--- config.mk ---
export PLATFORM = sky130hd
export DESIGN_NAME = adder_share_ctrl
export DESIGN_NICKNAME = d
export VERILOG_FILES = /design/src/rtl/adder_pkg.sv /design/src/rtl/two_bit_adder_cin.sv /design/src/rtl/adder_share_ctrl.sv
export SDC_FILE = /design/constraint.sdc
export NUM_CORES = 1
export LEC_CHECK = 0
export ABC_AREA = 1
export CAP_MARGIN = 15
export CORE_MARGIN = 4
export CORE_UTILIZATION = 48
export DETAILED_ROUTE_END_ITERATION = 8
export GPL_TIMING_DRIVEN = 0
export PLACE_DENSITY = 0.87
export SLEW_MARGIN = 20
export SYNTH_ARGS = -nofsm -noshare
export SYNTH_HDL_FRONTEND = slang
export SYNTH_SLANG_ARGS = --single-unit
--- constraint.sdc ---
create_clock -name clk -period 2.33 [get_ports clk]
set_clock_uncertainty 0.1 [all_clocks]
set_input_delay 0.3495 -clock clk [delete_from_list [all_inputs] [get_ports clk]]
set_output_delay 0.3495 -clock clk [all_outputs]
set_load 0.005 [all_outputs]
--- src/rtl/adder_pkg.sv ---
// Shared definitions for the digit-serial shared-adder controller.
package adder_pkg;

  localparam int unsigned DIGIT_W = 2;

  typedef enum logic [1:0] {
    IDLE = 2'd0,
    RUN  = 2'd1,
    DONE = 2'd2
  } state_t;

endpackage

--- src/rtl/two_bit_adder_cin.sv ---
// Shared 2-bit adder slice with carry in and carry out.
module two_bit_adder_cin (
  input  logic [1:0] a,
  input  logic [1:0] b,
  input  logic       c_in,
  output logic [1:0] s,
  output logic       c_out
);

  always_comb begin
    {c_out, s} = {1'b0, a} + {1'b0, b} + {2'b00, c_in};
  end

endmodule

--- src/rtl/adder_share_ctrl.sv ---
// Round-robin arbiter and sequencer feeding WIDTH-bit additions through one
// 2-bit adder slice, least significant digit first.
module adder_share_ctrl
  import adder_pkg::*;
#(
  parameter int unsigned WIDTH = 8
) (
  input  logic             clk,
  input  logic             rst_n,
  input  logic             req0_valid,
  output logic             req0_ready,
  input  logic [WIDTH-1:0] req0_a,
  input  logic [WIDTH-1:0] req0_b,
  input  logic             req1_valid,
  output logic             req1_ready,
  input  logic [WIDTH-1:0] req1_a,
  input  logic [WIDTH-1:0] req1_b,
  output logic             rsp_valid,
  input  logic             rsp_ready,
  output logic [WIDTH:0]   rsp_sum,
  output logic             rsp_id,
  output logic             busy
);

  localparam int unsigned DIGITS = WIDTH / DIGIT_W;
  localparam int unsigned CNT_W  = $clog2(DIGITS) + 1;

  state_t             state, state_nxt;
  logic [WIDTH-1:0]   a_sh, b_sh, result;
  logic               carry;
  logic [CNT_W-1:0]   cnt;
  logic               last_id;
  logic               id_q;
  logic               grant;
  logic               accept;
  logic               last_digit;
  logic [DIGIT_W-1:0] slice_s;
  logic               slice_c;

  two_bit_adder_cin u_slice (
    .a     (a_sh[DIGIT_W-1:0]),
    .b     (b_sh[DIGIT_W-1:0]),
    .c_in  (carry),
    .s     (slice_s),
    .c_out (slice_c)
  );

  assign last_digit = (cnt == CNT_W'(DIGITS - 1));

  always_ff @(posedge clk or negedge rst_n) begin
    if (!rst_n) state <= IDLE;
    else        state <= state_nxt;
  end

  always_comb begin
    state_nxt  = state;
    req0_ready = 1'b0;
    req1_ready = 1'b0;
    rsp_valid  = 1'b0;
    busy       = 1'b0;
    accept     = 1'b0;
    // Sole valid requester wins; on contention the one not served last wins.
    if (req0_valid && req1_valid) grant = ~last_id;
    else                          grant = req1_valid;
    unique case (state)
      IDLE: begin
        req0_ready = req0_valid && !grant;
        req1_ready = req1_valid && grant;
        accept     = req0_ready || req1_ready;
        if (accept) state_nxt = RUN;
      end
      RUN: begin
        busy = 1'b1;
        if (last_digit) state_nxt = DONE;
      end
      DONE: begin
        busy      = 1'b1;
        rsp_valid = 1'b1;
        if (rsp_ready) state_nxt = IDLE;
      end
      default: state_nxt = IDLE;
    endcase
  end

  always_ff @(posedge clk or negedge rst_n) begin
    if (!rst_n) begin
      a_sh    <= '0;
      b_sh    <= '0;
      result  <= '0;
      carry   <= 1'b0;
      cnt     <= '0;
      last_id <= 1'b1;
      id_q    <= 1'b0;
    end else if (accept) begin
      a_sh    <= grant ? req1_a : req0_a;
      b_sh    <= grant ? req1_b : req0_b;
      result  <= '0;
      carry   <= 1'b0;
      cnt     <= '0;
      last_id <= grant;
      id_q    <= grant;
    end else if (state == RUN) begin
      a_sh   <= a_sh >> DIGIT_W;
      b_sh   <= b_sh >> DIGIT_W;
      // New digit enters at the top so the first digit ends up at bit 0.
      result <= WIDTH'({slice_s, result} >> DIGIT_W);
      carry  <= slice_c;
      cnt    <= cnt + 1'b1;
    end
  end

  assign rsp_sum = (state == DONE) ? {carry, result} : '0;
  assign rsp_id  = id_q;

endmodule

==> results.cfg <==
[clocking]
cts-buffers-inserted = 5
cts_tree = yes
cts_max_level = 2
postCtsHoldBufs = 0
root_buffer = clkbuf_8
clkTransAtPathRegs_ps = 70
clockBufferDepth = 2
clk_latency_ps = 290
clock-sinks = 32

[synthesis]
ys_seq_elements = 32
postSynthAreaPerCell_um2 = 6.99
synthCells = 269
synth_area_leaders = dfrtp_1 41%, nand2_1 15%, inv_1 12%
yosys.area_share.adder_pct = 5.46
synthesis.nets = 313
synth_compound_area_share_pct = 10.6
yosys.cell_types.count = 17
synth_top_family_by_area = simple AND/OR/NAND/NOR gates
netlist_area_um2 = 1880
synth_top_area_share_pct = 41.3
synthMuxAreaShare_pct = 0
synthSimpleGateAreaFrac_pct = 26.2
ys_seq_area_share_pct = 42.7
synth_area_leader_cell = dfrtp_1
synth_xor_area_share_pct = 0.466
yosysWarnings = 0

[worst_setup_path]
crit_type = input pin to primary output
cp-end-kind = primary output
crit-reg2reg-launch = state[1]$_DFFE_PN0P_
cp.required_ps = 1880
r2r_slack_ps = 510
worstPathArrival_ps = 1780
critPathLaunchType = input pin
startpoint = req1_valid
critical_path.max_fanout = 6

[place]
gp_congestion = 0.818
io_buffers = 50
place_area_um2 = 2430
dp_hpwl_um = 3270
dpl.cell_count = 367

[global_routing]
track_usage_pct = 19.2
grt_pass1_vias = 1773
antenna_found_initial = 0
overflow = 0
grt_pass1_wl_um = 7620
grt_max_degree = 33

[sta]
slew_headroom_pct = 52.9
max_freq_mhz = 449
fin_crit_ps = 2230
tightest_slew_ps = 707
finalSetupViolCount = 0
post-route-period-util_pct = 95.7
finalMaxSlewViolations = 0
hold_violations = 0
rsz0062_at_grt = false

[layout]
antenna_cells = 0
syn_to_final_growth_pct = 35.2
layout-drive-gt1-share_pct = 7.65
multiInputGateArea_um2 = 812
final_common_cell = nand2_1
seqCellArea_um2 = 802
utilization_pct = 68.4
nFillCells = 299
final_cell_mix = 72 x nand2_1, 57 x inv_1, 48 x clkdlybuf4s50_1, 31 x dfrtp_1, 26 x o21ai_0
layout.nets = 370
final_cell_area_um2 = 2540
final_cells = 375

[route]
drt-met1-wl_um = 1870
routed-wl-met3_um = 291
wl_per_cell_um = 11.6
highest_layer = met4
wl_met2_um = 2130
routed_wl_um = 4360
vias = 1792
drt_iter0_drc = 94
ant_nets = 0
drt_pass1_iterations = 4
avgViaCountPerCell = 4.78
drc = 0

[worst_hold_path]
hold_path_class = input pin to async pin

[die]
die_area_um2 = 4980
io_pins = 51
die_x_um = 70.6
die_y_um = 70.6
row_count = 22
core-area_um2 = 3720
start_util_pct = 50.6

[power_and_ir_drop]
combPwrFrac_pct = 48.7
internal_power_mw = 1.59
peakVddDrop_v = 0.000559
leakage_nw = 1.41
cellPowerDensity_nw_per_um2 = 1060
swShare_pct = 41.2
switchingPower_mw = 1.11
seqPwrFrac_pct = 35.0
clkPwrFrac_pct = 16.3

[outcome]
status = completed

[flow_run]
max_cap_viol_count = 0
-- repair_timing --
item                                    CTS  global route
pin swaps                                 1             0
endpoints found under the setup margin   11            11
buffers inserted                          1             0
gates cloned                              0             0
gates resized for setup                   3             3
-- stage by stage --
stage / TNS, ps / hold slack (ps) / total power [mW] / worst slack (ps)
2_1_floorplan: 0 / -46.1 / 1.80 / 690
3_3_place_gp: -221 / 359 / 2.18 / -122
3_5_place_dp: -315 / 339 / 2.26 / -167
4_1_cts: 0 / 22.8 / 2.72 / 33.4
5_1_grt: 0 / 49.0 / 2.98 / 19.1
6_report: 0 / 4.69 / 2.71 / 101
-- layer usage --
metal / vias to the layer above / track usage [%]
met1: 814 / 22.2
met5: - / 0
met4: 0 / 6.89
li1: 923 / -
met3: 8 / 6.39
met2: 47 / 33.4
-- sequential cells by signal, summed over array words and instances (netlist names) --
name     count
result       8
carry        1
cnt          3
state        2
a_sh         8
b_sh         8
last_id      1
rsp_id       1
-- logic make-up (layout without fill, tap and decap cells) --
kind of cell | after synthesis | after routing
adders and majority gates | 7 | 7
AOI/OAI and AO/OA | 39 | 39
DFF | 32 | 32
and+or+nand+nor | 120 | 120
buffers and inverters | 70 | 128
xor gates and xnor gates | 1 | 1
-- cell type report --
type | instances | share of cell area (%)
timing repair buffer | 51 | 19.9
inverter | 58 | 8.57
multi-input combinational | 167 | 32.0
sequential | 32 | 31.6
clock buffer | 8 | 3.55
buffer | 11 | 2.12
tap | 48 | 2.36
-- critical path, stage by stage --
cell	delay, ps
clkdlybuf4s50_1	590
nand2_2	90
inv_2	110
nand2_1	90
inv_1	60
clkdlybuf4s50_1	490
-- cell usage after synthesis, drive strengths merged --
| library cell | count |
|---|---|
| a21oi | 12 |
| buf | 8 |
| clkbuf | 4 |
| dfrtp | 31 |
| dfstp | 1 |
| fa | 2 |
| ha | 5 |
| inv | 58 |
| nand2 | 74 |
| nand3 | 25 |
| nor2 | 20 |
| o21ai | 27 |
| or2 | 1 |
| xnor2 | 1 |
-- power groups by stage --
stage               Combinational, mW  Clock [mW]  Sequential, mW
finish                           1.32       0.441           0.947
CTS                              1.32       0.452           0.945
floorplan                       0.891           0           0.905
global route                     1.53       0.471           0.976
detailed placement               1.31           0           0.952
global placement                 1.25           0           0.934
-- path summary, 6_finish.rpt --
check,cells past startpoint,end
max in group asynchronous,1,result[5]$_DFFE_PN0P_
min in group clk,2,last_id$_DFFE_PN1P_
min,1,a_sh[3]$_DFFE_PN0P_
max,6,req1_ready
min reg2reg,2,last_id$_DFFE_PN1P_
max reg2reg,8,a_sh[5]$_DFFE_PN0P_
No activity file was read; power rests on OpenSTA's default activity.
